### src/rtl/gray_pkg.sv
// Shared Gray/binary conversion helpers and end-value constants for Gray-coded counters.
// Functions work on MAX_W-bit vectors; narrower users zero-extend in and truncate out.
package gray_pkg;

    localparam int unsigned MAX_W = 32;
    localparam logic [MAX_W-1:0] BIN_ZERO = '0;

    // All-ones value for an n-bit counter, right-aligned in MAX_W bits.
    function automatic logic [MAX_W-1:0] bin_max(input int unsigned n);
        return {MAX_W{1'b1}} >> (MAX_W - n);
    endfunction

    function automatic logic [MAX_W-1:0] bin2gray(input logic [MAX_W-1:0] b);
        return b ^ (b >> 1);
    endfunction

    function automatic logic [MAX_W-1:0] gray2bin(input logic [MAX_W-1:0] g);
        logic [MAX_W-1:0] b;
        b[MAX_W-1] = g[MAX_W-1];
        for (int i = MAX_W - 2; i >= 0; i--) begin
            b[i] = b[i+1] ^ g[i];
        end
        return b;
    endfunction

endpackage

### src/rtl/gray_counter_updn_if.sv
// Control and status bundle of the Gray up/down counter; master drives controls.
interface gray_counter_updn_if #(parameter int unsigned N = 4);

    logic         clr;
    logic         en;
    logic         up;
    logic         load;
    logic [N-1:0] load_gray;
    logic [N-1:0] gray_count;
    logic [N-1:0] bin_count;
    logic [N-1:0] bit_chg;
    logic         tc;
    logic         wrap;

    modport master (
        output clr, en, up, load, load_gray,
        input  gray_count, bin_count, bit_chg, tc, wrap
    );

    modport slave (
        input  clr, en, up, load, load_gray,
        output gray_count, bin_count, bit_chg, tc, wrap
    );

endinterface

### src/rtl/gray_counter_updn_gray_to_bin.sv
// Combinational Gray-to-binary decoder, zero latency, no flow control.
// Shared with other blocks that decode Gray pointers.
module gray_to_bin
    import gray_pkg::*;
#(
    parameter int unsigned N = 4
) (
    input  logic [N-1:0] gray,
    output logic [N-1:0] bin
);

    assign bin = N'(gray2bin(MAX_W'(gray)));

endmodule

### src/rtl/gray_counter_updn.sv
// N-bit Gray up/down counter with clear, Gray load, wrap/saturate ends; 1-cycle latency.
// No backpressure: en is a level qualifier, one step per enabled edge.
module gray_counter_updn
    import gray_pkg::*;
#(
    parameter int unsigned N        = 4,
    parameter bit          SATURATE = 1'b0
) (
    input  logic                clk,
    input  logic                reset,
    gray_counter_updn_if.slave  cif
);

    localparam logic [N-1:0] BIN_MAX = N'(bin_max(N));
    localparam logic [N-1:0] BIN_MIN = N'(BIN_ZERO);

    logic [N-1:0] load_bin;
    logic [N-1:0] bin_nxt;
    logic [N-1:0] gray_nxt;
    logic         wrap_nxt;

    gray_to_bin #(.N(N)) u_load_dec (
        .gray (cif.load_gray),
        .bin  (load_bin)
    );

    // End-of-range steps rely on natural N-bit modulo arithmetic for the wrap case.
    always_comb begin
        bin_nxt  = cif.bin_count;
        wrap_nxt = 1'b0;
        if (cif.clr) begin
            bin_nxt = BIN_MIN;
        end else if (cif.load) begin
            bin_nxt = load_bin;
        end else if (cif.en) begin
            if (cif.up) begin
                if (cif.bin_count != BIN_MAX || !SATURATE) begin
                    bin_nxt  = cif.bin_count + 1'b1;
                    wrap_nxt = (cif.bin_count == BIN_MAX);
                end
            end else begin
                if (cif.bin_count != BIN_MIN || !SATURATE) begin
                    bin_nxt  = cif.bin_count - 1'b1;
                    wrap_nxt = (cif.bin_count == BIN_MIN);
                end
            end
        end
        gray_nxt = N'(bin2gray(MAX_W'(bin_nxt)));
    end

    always_ff @(posedge clk or posedge reset) begin
        if (reset) begin
            cif.bin_count  <= '0;
            cif.gray_count <= '0;
            cif.bit_chg    <= '0;
            cif.wrap       <= 1'b0;
        end else begin
            cif.bin_count  <= bin_nxt;
            cif.gray_count <= gray_nxt;
            cif.bit_chg    <= cif.gray_count ^ gray_nxt;
            cif.wrap       <= wrap_nxt;
        end
    end

    assign cif.tc = cif.up ? (cif.bin_count == BIN_MAX) : (cif.bin_count == BIN_MIN);

endmodule

### src/flat_wrapper.sv
// flat-port wrapper written by rule: the top's interface ports become plain ports
module gray_counter_updn_flat import gray_pkg::*;
#(
    parameter int unsigned N        = 4,
    parameter bit          SATURATE = 1'b0
)
  (clk, reset, cif_clr, cif_en, cif_up, cif_load, cif_load_gray, cif_gray_count, cif_bin_count, cif_bit_chg, cif_tc, cif_wrap);
  gray_counter_updn_if #(.N(N)) cif_i ();
  input  logic clk;
  input  logic reset;
  input wire logic [$bits(cif_i.clr)-1:0] cif_clr;
  input wire logic [$bits(cif_i.en)-1:0] cif_en;
  input wire logic [$bits(cif_i.up)-1:0] cif_up;
  input wire logic [$bits(cif_i.load)-1:0] cif_load;
  input wire logic [$bits(cif_i.load_gray)-1:0] cif_load_gray;
  output wire logic [$bits(cif_i.gray_count)-1:0] cif_gray_count;
  output wire logic [$bits(cif_i.bin_count)-1:0] cif_bin_count;
  output wire logic [$bits(cif_i.bit_chg)-1:0] cif_bit_chg;
  output wire logic [$bits(cif_i.tc)-1:0] cif_tc;
  output wire logic [$bits(cif_i.wrap)-1:0] cif_wrap;
  assign cif_i.clr = cif_clr;
  assign cif_i.en = cif_en;
  assign cif_i.up = cif_up;
  assign cif_i.load = cif_load;
  assign cif_i.load_gray = cif_load_gray;
  assign cif_gray_count = cif_i.gray_count;
  assign cif_bin_count = cif_i.bin_count;
  assign cif_bit_chg = cif_i.bit_chg;
  assign cif_tc = cif_i.tc;
  assign cif_wrap = cif_i.wrap;
  gray_counter_updn #(.N(N), .SATURATE(SATURATE)) u_core (.clk(clk), .reset(reset), .cif(cif_i));
endmodule
### config.mk
export PLATFORM = sky130hd
export DESIGN_NAME = gray_counter_updn_flat
export DESIGN_NICKNAME = d
export VERILOG_FILES = /design/src/rtl/gray_pkg.sv /design/src/rtl/gray_counter_updn_if.sv /design/src/rtl/gray_counter_updn_gray_to_bin.sv /design/src/rtl/gray_counter_updn.sv /design/src/flat_wrapper.sv
export SDC_FILE = /design/constraint.sdc
export NUM_CORES = 1
export LEC_CHECK = 0
export ABC_AREA = 0
export BUFFER_PORTS_ARGS = -buffer_cell sky130_fd_sc_hd__buf_2
export CAP_MARGIN = 5
export CORE_MARGIN = 10
export CORE_UTILIZATION = 50
export DETAILED_ROUTE_END_ITERATION = 8
export GPL_TIMING_DRIVEN = 0
export PLACE_DENSITY = 0.77
export SYNTH_ARGS = -nofsm -noshare
export SYNTH_HDL_FRONTEND = slang
export SYNTH_SLANG_ARGS = --single-unit
### constraint.sdc
create_clock -name clk -period 4.72 [get_ports clk]
set_input_delay 0.708 -clock clk [delete_from_list [all_inputs] [get_ports clk]]
set_output_delay 0.708 -clock clk [all_outputs]
set_load 0.1 [all_outputs]
* After elaboration in Yosys (flattened, before gate mapping) *
Cells that the tools add are included.

word-level totals
  register bits after elaboration = 13
  bits of input ports = 10

operators by class
  $add $sub $neg = 2
  equality and inequality tests = 1
  mux-type cells = 8
  bitwise logic cells = 5
  reduce and logical (&&, ||, !) cells = 1

operators with widths
  operator             count
  $mux 4               4
  $add 4x1->4 const B  1
  $eq 4x4->1 const B   1
  $logic_not 4->1      1
  $mux 1               4
  $sub 4x1->4 const B  1
  $xor 4x3->4          1
  $xor 4x4->4          1
  $xor 1x1->1          3

* Longest topological paths before layout *
Gate-level depths: netlist of the first run.

  depth in word-level cells = 7
  depth in mapped cells = 8
  mapped depth without buffers = 7

* Cells and area by module *
From an unflattened synthesis of the first run, not the netlist that was laid out.

second synthesis, totals
  cell total of the unflattened synthesis = 87
  area total of the unflattened synthesis = 927.1 µm²

modules (own cells, without submodules)
  module             times used  cells an instance  area each (µm²)
  gray_counter_updn  1           82                 877.1
  gray_to_bin        1           5                  50.0

* Least setup slack after synthesis of the first run *
Ideal clock, no wire load.

  path type = reg2out
  from = reg u_core.cif.bin_count[3]
  to = out cif_tc
  arrival time = 3,661 ps
  required time = 4,012 ps
  path slack = 351 ps
  stages on the path, launching flop included = 4
  path through = dfrtp_1 > buf_2 > or4_1 > o21ai_0

on the way
  word-level cells in the longest chain between the ends = 2

ends and longest elaborated chain
  element                                               RTL line                    RTL
  from (decl)                                           gray_counter_updn_if.sv:22  output gray_count, bin_count, bit_chg, tc, wrap
  from (signal assigned)                                gray_counter_updn.sv:58     cif.bin_count <= bin_nxt;
  $eq 4x4->1 / $logic_not 4->1 (equally long branches)  gray_counter_updn.sv:65     assign cif.tc = cif.up ? (cif.bin_count == BIN_MAX) : (cif.bin_count == BIN_MIN);
  $mux 1 (*)                                            gray_counter_updn.sv:65
  to (decl)                                             flat_wrapper.sv:19          output wire logic [$bits(cif_i.tc)-1:0] cif_tc;

Mark *: on every way between the ends. The rest lies on a longest branch, timed or not.

* Final worst setup path of the first run *
  from = in cif_up
  to = out cif_tc

on the way
  word-level cells in the longest chain between the ends = 1

ends and longest elaborated chain
  element      RTL line                 RTL
  from (decl)  flat_wrapper.sv:13       input wire logic [$bits(cif_i.up)-1:0] cif_up;
  $mux 1       gray_counter_updn.sv:65

No other way between the ends.

==> flow_metrics.tcl, run 1 <==
set metrics [dict create \
    antenna_cells 0 \
    placed_area_um2 1030 \
    cp_max_fo 10 \
    slew_violations 0 \
    via_per_inst 5.49 \
    netlist_area_um2 886 \
    overflow 0 \
    synth-seq-cells 12 \
    synth_nets 105 \
    drt_iter0_drc 14 \
    required_ps 4010 \
    mostFrequentLayoutCells "buf_2, dfrtp_1, xnor2_1, nor2_1, inv_1" \
    drv_cap 0 \
    track_usage_pct 10.7 \
    cts_inserted_buffers 3 \
    wl_per_cell_um 14.2 \
    ys_seq_area_share_pct 33.9 \
    layout_min_cycle_time_ps 2910 \
    fin_total_pwr_uw 449 \
    yosysUniqueCellTypes 36 \
    reg2reg_depth 6 \
    clkSinkCount 12 \
    synth_edf_count 0 \
    synthCells 92 \
    hpwl_um 1640 \
    path_common_cell "buf_2" \
    grt_setup_unrepaired "no" \
    row_count 15 \
    critPathSlowestCell "or4_1" \
    final_util_pct 62.3 \
    hp-class "in2async" \
    num-nets-final 132 \
    post_cts.repair.setup_buffers 0 \
    io_pins 24 \
    antenna_left 0 \
    hold_violations 0 \
    io_buffers 22 \
    antenna_found_initial 0 \
    cts_root_buf "clkbuf_4" \
    grt_pass1_vias 706 \
    finalSetupViolCount 0 \
    die_y_um 62.1 \
    powerDensity_nw_per_um2 422 \
    fmax_mhz 344 \
    drt_first_pass_iters 4 \
    area.growth.synth_to_final_pct 20.1 \
    h-tree-depth 1 \
    finClkSkew_ps 5.07 \
    async_flop_share_pct 100 \
    post-route-period-util_pct 61.6 \
    outcome "finished, final reports clean" \
    rrSetupSlack_ps 2440 \
    dieArea_um2 3860 \
    finalSetupTns_ps 0 \
    die_w_um 62.1 \
    p_leak_nw 0.536 \
    critPathMaxStageDelay_ps 500 \
    r2r_end "u_core.cif.bit_chg[2]$_DFF_PP0_" \
    totalWireLength_um 2030 \
    instances_no_fill 143 \
    ys_warn_count 0 \
    cts_buffer_depth 2 \
    cts_hold_buf 0 \
    clkTransAtPathRegs_ps 70 \
    r2r-start "u_core.cif.bin_count[2]$_DFF_PP0_" \
    gp_congestion 0.782 \
    arrival_ps 2200 \
    core_um2 1710 \
    grt_max_degree 13 \
    crit_start "cif_up" \
    critPathCaptureType "output port" \
    finalInstanceArea_um2 1060 \
    crit_path_end "cif_tc" \
    crit_type "in2out" \
    num_vias 785 \
    drc 0 \
    cts_tree "built" \
    ir_worst_vdd_mv 0.290 \
    crit_chain "buf_2 -> buf_2 -> or4_1 -> o21ai_0 -> buf_2" \
    dp.cells 139 \
    cts_resized 0 \
    mostFrequentLayoutCell "buf_2" \
    insertion_delay_ps 270 \
    cp.depth 5 \
    drive_above_1_share_pct 33.1 \
    grt_pass1_wl_um 3150 \
    ys.flop_type "dfrtp_1" \
    start_util_pct 51.9 \
    start_kind "input pin" \
    max-slew-margin-rel_pct 61.9 \
    avgSynthCellArea_um2 9.63 \
    critPathBufInv 3 \
    worstMarginPinSlew_ps 571 \
    cpLargestDelayFamily "buffers and inverters" \
]
-- worst register-to-register path, stage by stage (launching register included) --
cell      delay, ps
dfrtp_1         440
ha_1            390
or4b_1          510
and3_1          190
a211oi_2        310
nor4b_1         110
o32ai_2         250
-- stage by stage --
step           setup slack (ps)  hold slack [ps]
4_1_cts                    1790              435
6_report                   1810              418
3_5_place_dp               1800              447
5_1_grt                    1720              446
2_1_floorplan               351              573
3_3_place_gp               1810              441
-- area by class of cell --
type	instances	area, µm²
flip-flops and latches	12	300
inverters	6	22.5
fillers	148	644
repair buffers	22	110
well taps	25	31.3
multi-input cells	67	520
clock buffers	4	36.3
plain buffers	7	42.5
-- power by group --
| part | leakage [nW] | switching, mW | internal, mW |
|---|---|---|---|
| Combinational | 0.362 | 0.187 | 0.0551 |
| Clock | 0.0210 | 0.0330 | 0.0469 |
| Sequential | 0.153 | 0.00926 | 0.118 |
-- cells by family (layout without fill, tap and decap cells) --
family                   after synthesis  in the layout  share of synthesized area (%)
AO/OA/AOI/OAI                         18             18                           17.2
AND/OR/NAND/NOR                       33             33                           23.3
multiplexers                           2              2                           2.26
flip-flops                            12             12                           33.9
adder cells (fa/ha/maj)                3              3                           5.08
XOR/XNOR                              11             11                           10.9
buffers and inverters                 13             39                           7.34
-- sequential cells by signal (all words and copies together), names as in the netlist --
register and cells:
u_core.cif.wrap 1, u_core.cif.bin_count 4, u_core.cif.gray_count 3, u_core.cif.bit_chg 4
-- cells in the mapped netlist (2+ instances only) --
library cell	instances	area (µm²)
inv_1	6	22.5
xor2_1	3	26.3
a211oi_1	3	22.5
a21o_1	2	15.0
dfrtp_1	12	300
nand2_1	2	7.51
buf_2	4	20.0
mux2i_1	2	20.0
ha_1	2	25.0
nand3_1	4	20.0
buf_4	3	22.5
and3_1	4	25.0
or4b_1	2	20.0
a21oi_1	4	20.0
nor3b_1	5	37.5
nor2_1	7	26.3
xnor2_1	8	70.1
-- layer usage --
metal  up-vias  GRT usage (%)  part of all wire [%]
li1        382              -                     -
met1       373           12.8                    44
met2        26           17.5                    47
met3         4           5.08                   8.3
met4         0           1.27                  0.59
met5         -              0                     0
-- how the worst min path moves through the flow --
stage / end / slack, ps
after floorplan: u_core.cif.bin_count[0]$_DFF_PP0_ / 570
after global placement: u_core.cif.bit_chg[0]$_DFF_PP0_ / 440
after detailed placement: u_core.cif.bit_chg[0]$_DFF_PP0_ / 450
after CTS: u_core.cif.bit_chg[0]$_DFF_PP0_ / 430
after global routing: u_core.cif.bit_chg[0]$_DFF_PP0_ / 450
final: u_core.cif.bit_chg[0]$_DFF_PP0_ / 420
(Power assumes the default switching activity.)
==> run 2, diff against run 1 <==
- clock period: 4.72 -> 2.85 ns (I/O delays scaled with it)
==> run 2 against run 1 <==
  * Worst setup slack lost 1400 ps
  * Power grew 66%
  * Routed wire length grew 6.7%
  * Count of clock-buffer cells in the layout is the same
  * Via count shrank 3.6%
  * Critical path depth grew 4
  * Hold slack lost 270 ps
  * Combinational power grew 67%
  * Global-route usage grew 0.75 points
  * Cell count is the same
==> flow_metrics.tcl, run 2 (synthesized netlist as in run 1, its figures left out) <==
set metrics [dict create \
    outcome "finished, final reports clean" \
    num_vias 757 \
    hpwl_um 1730 \
    io_pins 24 \
    combPwrFrac_pct 54.1 \
    path_common_cell "buf_2" \
    worstMarginPinSlew_ps 574 \
    drive_above_1_share_pct 33.9 \
    fmax_mhz 417 \
    start_kind "input pin" \
    crit_chain "buf_2 -> buf_2 -> inv_1 -> ha_1 -> or4b_1 -> and3_1 -> a211oi_2 -> nor4b_1 -> o32ai_2" \
    cts_inserted_buffers 3 \
    drv_cap 0 \
    critPathCaptureType "flop" \
    die_y_um 62.1 \
    seq_power_share_pct 28.4 \
    p_leak_nw 0.538 \
    mostFrequentLayoutCell "buf_2" \
    grtUsageMet1_pct 13.7 \
    layout_min_cycle_time_ps 2400 \
    slew_violations 0 \
    max-slew-margin-rel_pct 61.7 \
    antenna_cells 0 \
    pwr-share-clk_pct 17.4 \
    p_sw_share_pct 51.0 \
    via_per_inst 5.29 \
    use_met2_pct 19.0 \
    gp_congestion 0.785 \
    clkTransAtPathRegs_ps 70 \
    totalWireLength_um 2170 \
    drt_first_pass_iters 4 \
    wl_per_cell_um 15.2 \
    area.growth.synth_to_final_pct 20.5 \
    core_um2 1710 \
    switchingPower_uw 380 \
    hp-class "in2async" \
    insertion_delay_ps 270 \
    grt_max_degree 13 \
    clkSinkCount 12 \
    post_cts.repair.setup_buffers 0 \
    critPathSlowestCell "or4b_1" \
    finalSetupViolCount 0 \
    cts_root_buf "clkbuf_4" \
    dieArea_um2 3860 \
    overflow 0 \
    critPathMaxStageDelay_ps 510 \
    required_ps 3030 \
    finalSetupTns_ps 0 \
    cts_hold_buf 0 \
    grt_pass1_vias 736 \
    cts_tree "built" \
    cts_buffer_depth 2 \
    start_util_pct 51.9 \
    grt_setup_unrepaired "no" \
    row_count 15 \
    final_util_pct 62.5 \
    drc 0 \
    crit_type "in2reg" \
    drt_iter0_drc 15 \
    antenna_found_initial 0 \
    cp_max_fo 10 \
    die_w_um 62.1 \
    num-nets-final 132 \
    powerDensity_nw_per_um2 699 \
    arrival_ps 2580 \
    p_int_uw 366 \
    io_buffers 22 \
    h-tree-depth 1 \
    antenna_left 0 \
    mostFrequentLayoutCells "buf_2, dfrtp_1, xnor2_1, nor2_1, inv_1" \
    hold_violations 0 \
    ir_worst_vdd_mv 0.497 \
    top_regs "u_core.cif.bin_count (4), u_core.cif.bit_chg (4), u_core.cif.gray_count (3)" \
    met3_usage_pct 4.88 \
    post-route-period-util_pct 84.2 \
    track_usage_pct 11.5 \
    finClkSkew_ps 6.98 \
    grt-busiest-layer "met2" \
    cts_resized 0 \
    grt_pass1_wl_um 3360 \
]
-- run 2: cell counts in the layout (fill, tap and decap cells not counted) --
No cell type changed its count.
-- run 2: final cells by class --
class / count / area (µm²)
fill: 146 / 641
multi-input combinational: 67 / 524
sequential: 12 / 300
timing repair buffer: 22 / 110
buffer: 7 / 42.5
clock buffer: 4 / 36.3
tap: 25 / 31.3
inverter: 6 / 22.5
-- run 2: final timing paths --
path	from	end	slack (ps)	cells past startpoint
max	cif_up	u_core.cif.bit_chg[2]$_DFF_PP0_	450	9
min	reset	u_core.cif.bit_chg[0]$_DFF_PP0_	150	2
max reg2reg	u_core.cif.bin_count[2]$_DFF_PP0_	u_core.cif.bit_chg[2]$_DFF_PP0_	550	6
min reg2reg	u_core.cif.gray_count[0]$_DFF_PP0_	u_core.cif.bit_chg[0]$_DFF_PP0_	460	1
max in group asynchronous	reset	u_core.cif.bin_count[0]$_DFF_PP0_	2390	2
min in group clk	u_core.cif.gray_count[0]$_DFF_PP0_	u_core.cif.bit_chg[0]$_DFF_PP0_	460	1
-- run 2: through the flow --
stage / hold slack [ps] / std cells / setup WS (ps) / instance area, µm² / power (mW)
after CTS: 156 / 143 / 458 / 1070 / 0.753
after floorplan: 292 / 92 / 45.1 / 890 / 0.550
final: 145 / 143 / 450 / 1070 / 0.746
after global routing: 178 / 143 / 384 / 1070 / 0.783
after detailed placement: 449 / 139 / 181 / 1030 / 0.620
after global placement: 440 / 139 / 244 / 1030 / 0.611
-- run 2: worst max-delay path: cells and delay by family --
kind	cells	cell delay, ps
simple gates	3	810
compound gates	2	560
buf+inv	3	430
fa+ha+maj	1	350
-- run 2: routing by layer --
metal | wire (µm) | share of wire (%) | vias up
met5 | 0 | 0 | -
met4 | 0 | 0 | 0
met2 | 1030 | 48 | 21
met3 | 162 | 7.5 | 0
li1 | - | - | 380
met1 | 971 | 45 | 356
-- run 2: power by group through the flow --
stage | sequential [mW] | clock [mW] | combinational, mW
floorplan | 0.403 | 0 | 0.147
global placement | 0.214 | 0 | 0.397
detailed placement | 0.215 | 0 | 0.405
CTS | 0.212 | 0.135 | 0.406
global route | 0.217 | 0.142 | 0.424
finish | 0.212 | 0.130 | 0.404
